`config.mk`:
```
export PLATFORM = sky130hd
export DESIGN_NAME = chacha_ks_xor_stage
export DESIGN_NICKNAME = d
export VERILOG_FILES = /design/src/rtl/chacha_aead_pkg.sv /design/src/rtl/ks_lane_buf.sv /design/src/rtl/chacha_ks_xor_stage.sv
export SDC_FILE = /design/constraint.sdc
export NUM_CORES = 2
export LEC_CHECK = 0
export ABC_CLOCK_PERIOD_IN_PS = 6200
export CAP_MARGIN = 20
export CORE_AREA = 2 2 343 345
export DETAILED_ROUTE_END_ITERATION = 12
export DIE_AREA = 0 0 345 347
export SLEW_MARGIN = 0
export SYNTH_ARGS = -nofsm -noshare
export SYNTH_HDL_FRONTEND = slang
export SYNTH_SLANG_ARGS = --single-unit
export TNS_END_PERCENT = 30
```
`constraint.sdc`:
```
create_clock -name clk -period 6.2 [get_ports clk]
set_input_delay 1.24 -clock clk [delete_from_list [all_inputs] [get_ports clk]]
set_output_delay 1.24 -clock clk [all_outputs]
set_load 0.03 [all_outputs]
```
`src/rtl/chacha_aead_pkg.sv`:
```
// Shared widths, FSM state encoding and byte-count helper for the ChaCha20 AEAD payload path.
package chacha_aead_pkg;

  localparam int DATA_W = 128;
  localparam int KS_W   = 512;
  localparam int CNT_W  = 64;
  localparam int LANES  = KS_W / DATA_W;
  localparam int KEEP_W = DATA_W / 8;

  typedef enum logic [1:0] {
    IDLE = 2'd0,
    REQ  = 2'd1,
    RUN  = 2'd2,
    DONE = 2'd3
  } state_e;

  function automatic logic [4:0] popcount16(input logic [15:0] v);
    logic [4:0] n;
    n = '0;
    for (int i = 0; i < 16; i++) n = n + {4'd0, v[i]};
    return n;
  endfunction

endpackage

```
`src/rtl/ks_lane_buf.sv`:
```
// One keystream block buffer: holds a 512-bit block, a valid flag and the index of
// the next unconsumed 128-bit lane. clear beats load, load beats consume.
module ks_lane_buf
  import chacha_aead_pkg::*;
(
  input  logic              clk,
  input  logic              rst_n,
  input  logic              clear,
  input  logic              load,
  input  logic [KS_W-1:0]   load_data,
  input  logic              consume,
  output logic              valid,
  output logic [1:0]        lane,
  output logic [DATA_W-1:0] lane_data
);

  logic [KS_W-1:0] block_q;
  logic            valid_q;
  logic [1:0]      lane_q;

  always_ff @(posedge clk or negedge rst_n) begin
    if (!rst_n) begin
      block_q <= '0;
      valid_q <= 1'b0;
      lane_q  <= 2'd0;
    end else if (clear) begin
      valid_q <= 1'b0;
      lane_q  <= 2'd0;
    end else if (load) begin
      block_q <= load_data;
      valid_q <= 1'b1;
      lane_q  <= 2'd0;
    end else if (consume && valid_q) begin
      lane_q <= lane_q + 2'd1;
      // Last lane used up: the block is spent and must not be reused.
      if (lane_q == 2'(LANES - 1)) valid_q <= 1'b0;
    end
  end

  always_comb begin
    lane_data = '0;
    for (int k = 0; k < LANES; k++) begin
      if (lane_q == 2'(k)) lane_data = block_q[k*DATA_W +: DATA_W];
    end
  end

  assign valid = valid_q;
  assign lane  = lane_q;

endmodule

```
`src/rtl/chacha_ks_xor_stage.sv`:
```
// Keystream XOR stage: applies 128-bit keystream lanes to payload beats under a byte
// keep mask and counts payload bytes. Define KS_PREFETCH_EN for a ping-pong keystream buffer.
module chacha_ks_xor_stage
  import chacha_aead_pkg::*;
(
  input  logic              clk,
  input  logic              rst_n,
  input  logic              start,
  output logic              ks_req,
  input  logic              ks_valid,
  input  logic [KS_W-1:0]   ks_data,
  input  logic              in_valid,
  output logic              in_ready,
  input  logic [DATA_W-1:0] in_data,
  input  logic [KEEP_W-1:0] in_keep,
  input  logic              in_last,
  output logic              out_valid,
  input  logic              out_ready,
  output logic [DATA_W-1:0] out_data,
  output logic [KEEP_W-1:0] out_keep,
  output logic              out_last,
  output logic [CNT_W-1:0]  ct_bytes,
  output logic              ct_bytes_valid,
  output state_e            dbg_state
);

  // Handshakes: a beat transfers on a rising edge where valid & ready are both high;
  // valid never waits on ready, and a held valid keeps its payload stable until taken.

  state_e            state_q, state_d;
  logic              buf_valid;
  logic [1:0]        buf_lane;
  logic [DATA_W-1:0] lane_data;
  logic              ks_load;
  logic              next_block_ready;
  logic              accept, flush, lane_take, emit;
  logic [DATA_W-1:0] masked;

  logic              out_valid_q;
  logic [DATA_W-1:0] out_data_q;
  logic [KEEP_W-1:0] out_keep_q;
  logic              out_last_q;
  logic [CNT_W-1:0]  ct_q;

  assign in_ready  = (state_q == RUN) && buf_valid && !start && (!out_valid_q || out_ready);
  assign accept    = in_valid && in_ready;
  assign flush     = accept && in_last;
  // Empty-keep beats carry no payload, so they never burn keystream.
  assign lane_take = accept && (in_keep != '0);
  assign emit      = accept && ((in_keep != '0) || in_last);

`ifdef KS_PREFETCH_EN
  logic              rd_sel, alt_sel, ld_sel;
  logic [1:0]        b_valid, b_load, b_consume;
  logic [1:0][1:0]   b_lane;
  logic [1:0][DATA_W-1:0] b_data;

  assign alt_sel          = ~rd_sel;
  assign ld_sel           = b_valid[rd_sel] ? alt_sel : rd_sel;
  assign ks_req           = ((state_q == REQ) || (state_q == RUN)) && !(&b_valid);
  assign ks_load          = ks_req && ks_valid && !start && !flush;
  assign next_block_ready = b_valid[alt_sel] || (ks_load && (ld_sel == alt_sel));
  assign buf_valid        = b_valid[rd_sel];
  assign buf_lane         = b_lane[rd_sel];
  assign lane_data        = b_data[rd_sel];

  for (genvar g = 0; g < 2; g++) begin : g_buf
    assign b_load[g]    = ks_load && (ld_sel == 1'(g));
    assign b_consume[g] = lane_take && (rd_sel == 1'(g));

    ks_lane_buf u_buf (
      .clk       (clk),
      .rst_n     (rst_n),
      .clear     (start || flush),
      .load      (b_load[g]),
      .load_data (ks_data),
      .consume   (b_consume[g]),
      .valid     (b_valid[g]),
      .lane      (b_lane[g]),
      .lane_data (b_data[g])
    );
  end

  always_ff @(posedge clk or negedge rst_n) begin
    if (!rst_n) rd_sel <= 1'b0;
    else if (start || flush) rd_sel <= 1'b0;
    else if (lane_take && (buf_lane == 2'(LANES - 1))) rd_sel <= alt_sel;
  end
`else
  assign ks_req           = (state_q == REQ);
  assign ks_load          = ks_req && ks_valid && !start;
  assign next_block_ready = 1'b0;

  ks_lane_buf u_buf (
    .clk       (clk),
    .rst_n     (rst_n),
    .clear     (start || flush),
    .load      (ks_load),
    .load_data (ks_data),
    .consume   (lane_take),
    .valid     (buf_valid),
    .lane      (buf_lane),
    .lane_data (lane_data)
  );
`endif

  always_ff @(posedge clk or negedge rst_n) begin
    if (!rst_n) state_q <= IDLE;
    else        state_q <= state_d;
  end

  always_comb begin
    state_d = state_q;
    if (start) begin
      state_d = REQ;
    end else begin
      case (state_q)
        IDLE: state_d = IDLE;
        REQ:  if (ks_load) state_d = RUN;
        RUN: begin
          if (flush) state_d = DONE;
          else if (lane_take && (buf_lane == 2'(LANES - 1)))
            state_d = next_block_ready ? RUN : REQ;
        end
        DONE:    state_d = IDLE;
        default: state_d = IDLE;
      endcase
    end
  end

  always_comb begin
    masked = '0;
    for (int i = 0; i < KEEP_W; i++) begin
      if (in_keep[i]) masked[8*i +: 8] = in_data[8*i +: 8] ^ lane_data[8*i +: 8];
    end
  end

  // Output register: data only moves on emit, so out_ready never reaches out_data.
  always_ff @(posedge clk or negedge rst_n) begin
    if (!rst_n) begin
      out_valid_q <= 1'b0;
      out_data_q  <= '0;
      out_keep_q  <= '0;
      out_last_q  <= 1'b0;
    end else if (start) begin
      out_valid_q <= 1'b0;
    end else if (emit) begin
      out_valid_q <= 1'b1;
      out_data_q  <= masked;
      out_keep_q  <= in_keep;
      out_last_q  <= in_last;
    end else if (out_ready) begin
      out_valid_q <= 1'b0;
    end
  end

  always_ff @(posedge clk or negedge rst_n) begin
    if (!rst_n)      ct_q <= '0;
    else if (start)  ct_q <= '0;
    else if (accept) ct_q <= ct_q + CNT_W'(popcount16(in_keep));
  end

  assign out_valid      = out_valid_q;
  assign out_data       = out_data_q;
  assign out_keep       = out_keep_q;
  assign out_last       = out_last_q;
  assign ct_bytes       = ct_q;
  assign ct_bytes_valid = (state_q == DONE);
  assign dbg_state      = state_q;

endmodule

```
==> out/qor.csv <==
metric,value,unit
outcome,"finished, final reports clean",
cts_buffers,86,
cts_setup_buffers,0,
cts.repair.resized,0,
antenna_found_initial,31,
netlist_instances,2917,
drc_errors,0,
dpl_cell_area,44300,sq um
fin_util,40.8,%
slew-limit-headroom,18.3,%
syn_area,33900,sq um
cap_violations,0,
first_pass_iters,5,
synth_edf_count,0,
start_kind,primary input,
p_switching,5.68,mW
layout-drive-gt1-share,18.5,%
clk_pin_slew,0.06,ns
worst_pin_slew,1.23,ns
synth-seq-cells,727,
root_buffer,clkbuf_16,
synth_seq_area_share,53.7,%
hold_viol,0,
final_cell_mix,"875 x clkdlybuf4s50_1, 727 x dfrtp_1, 513 x mux2_2",
vias_per_cell,5.01,
ir_drop,0.257,mV
critPathSlowestCell,fa_1,
holdCritPathClass,reg -> reg,
finalSetupViolations,0,
core_area,116000,sq um
critPathCaptureType,flip-flop,
combPwrFrac,30.3,%
worst-path-buf-inv,4,
cts_sinks,727,
die_y,347,um
required,6.76,ns
path_class,in -> reg,
timing.fmax,0.183,GHz
crit_fanout,5,
async_flop_share,100,%
finalCriticalPeriod,5.48,ns
die-area,120000,sq um
num_vias,26800,
avgSynthCellArea,11.6,sq um
synth_flop_cell,dfrtp_1,
sw_frac_of_total,30.7,%
routedWlPerCell,23.4,um
ys_warn_count,0,
final_area,47200,sq um
grt_pass1_wl,183000,um
grt_max_degree,167,
cts_hold_buf,0,
tns,0,ns
path_cells,clkdlybuf4s50_1 > inv_1 > fa_1 > fa_1 > fa_1 > fa_1 > fa_1 > inv_1 > fa_1 > a211o_1 > a21oi_2 > or3_1 > buf_4 > or4_1 > a21oi_1,
p_leak,19.6,nW
cts_tree,yes,
antenna_left,0,
fillerInstances,11200,
critPathMaxStageDelay,0.56,ns
clk_path_buf_depth,3,
drtIter0Drc,1714,
routed_wl,125000,um
dp_hpwl,90600,um
ios,878,
finalClockSkew,0.0269,ns
cp_top_family,adder cells,
row_count,125,
power_density,392,nW/um^2
slew_viol_final,0,
synth_nets,3608,
grtUsageTotal,20.3,%
routabilityCongestion,0.929,
p_int,12.8,mW
final_common_cell,clkdlybuf4s50_1,
fin_crit_sh,88.4,%
area_growth_syn_to_layout,39.4,%
power_frac_clock,27.5,%
rsz0062_at_grt,false,
seqPwrFrac,42.2,%
ys_types,58,
gr-total-overflow,0,
die_w,345,um
ctsHtreeMaxLevel,3,
p_total,18.5,mW
cp.arrival,6.04,ns
crit_top_cell,fa_1,
clk_latency,0.66,ns
port_buffers,877,
grt_pass1_vias,27000,
fin_nets,4422,
start_util,29.2,%
==> sequential cells by signal, summed over array words and instances (netlist names) <==
name           flops
out_data         128
out_keep          16
out_last           1
out_valid          1
ct_bytes          64
dbg_state          2
u_buf.block_q    512
u_buf.lane         2
u_buf.valid        1
==> through the flow <==
step | std cells | hold WS, ns | worst slack, ns
CTS | 5323 | 0.478 | 0.781
detailed placement | 5167 | 0.465 | 0.110
finish | 5339 | 0.474 | 0.722
global route | 5337 | 0.488 | 0.599
floorplan | 2917 | 0.481 | 0.733
global placement | 5167 | 0.458 | 0.146
==> synthesized netlist by cell type (3+ instances only) <==
cell	instances	area, sq um
o21ai_0	140	701
ha_1	16	200
nand4_1	28	175
mux2_2	513	5780
a221oi_1	17	149
and4_1	12	105
a22o_1	112	981
o21a_1	4	30.0
xor2_1	31	272
and2_1	10	62.6
clkbuf_1	133	499
nor3_1	8	40.0
dfrtp_1	727	18200
o211ai_1	8	60.1
a22oi_1	112	841
buf_2	48	240
xnor2_1	114	998
or4_1	26	195
a211o_1	3	26.3
and3_1	13	81.3
a21oi_1	267	1340
or3_1	14	87.6
nand3_1	18	90.1
o41ai_1	4	35.0
a211oi_1	7	52.6
nor2b_1	20	125
nor4_1	13	81.3
nor2_1	41	154
o31ai_1	36	270
fa_1	12	240
a21o_1	16	120
nand2_1	192	721
buf_1	19	71.3
nor4b_1	3	26.3
inv_1	152	571
==> cells by family after synthesis <==
group           Yosys count  synth area share (%)
compound gates          744                  14.1
xor+xnor                145                  3.75
buf+inv                 353                  4.11
simple gates            405                  5.91
flops                   727                  53.7
mux                     515                  17.1
fa+ha+maj                28                  1.30
==> layout make-up <==
class	count	area [sq um]	area share (%)
inverter	152	571	1.21
sequential	727	18200	38.6
multi-input combinational	1837	14400	30.4
antenna	16	40.0	0.0848
clock inverter	16	225	0.477
timing repair buffer	927	9320	19.7
tap	1524	1910	4.04
clock buffer	140	2590	5.48
==> final timing paths <==
check | start | endpoint | cells past startpoint | slack [ns]
hold reg to reg | out_keep[3] | out_keep[3] | 1 | 0.47
setup / recovery | in_keep[5] | ct_bytes[32] | 15 | 0.72
hold / removal | out_keep[3] | out_keep[3] | 1 | 0.47
setup reg to reg | ct_bytes[0] | ct_bytes[32] | 13 | 1.93
min in group asynchronous | rst_n | out_data[66] | 1 | 0.60
max in group asynchronous | rst_n | u_buf.block_q[333] | 2 | 4.03
==> power groups by stage <==
stage | Sequential (mW) | Clock (mW) | Combinational [mW]
final | 7.80 | 5.08 | 5.61
after global routing | 8.03 | 5.42 | 6.11
after CTS | 7.78 | 5.22 | 5.68
after detailed placement | 7.85 | 0 | 5.66
after global placement | 7.80 | 0 | 5.54
after floorplan | 7.99 | 0 | 3.39
==> metal layers <==
layer	track usage, %	part of all wire (%)	up-vias	routed length, um
met5	0	0.14	-	173
met4	7.04	2.9	26	3580
met3	6.13	7.6	180	9450
met2	33.9	49	905	60700
met1	24.8	41	13500	51000
li1	-	-	12100	-
Power figures use the tool's default switching activity.
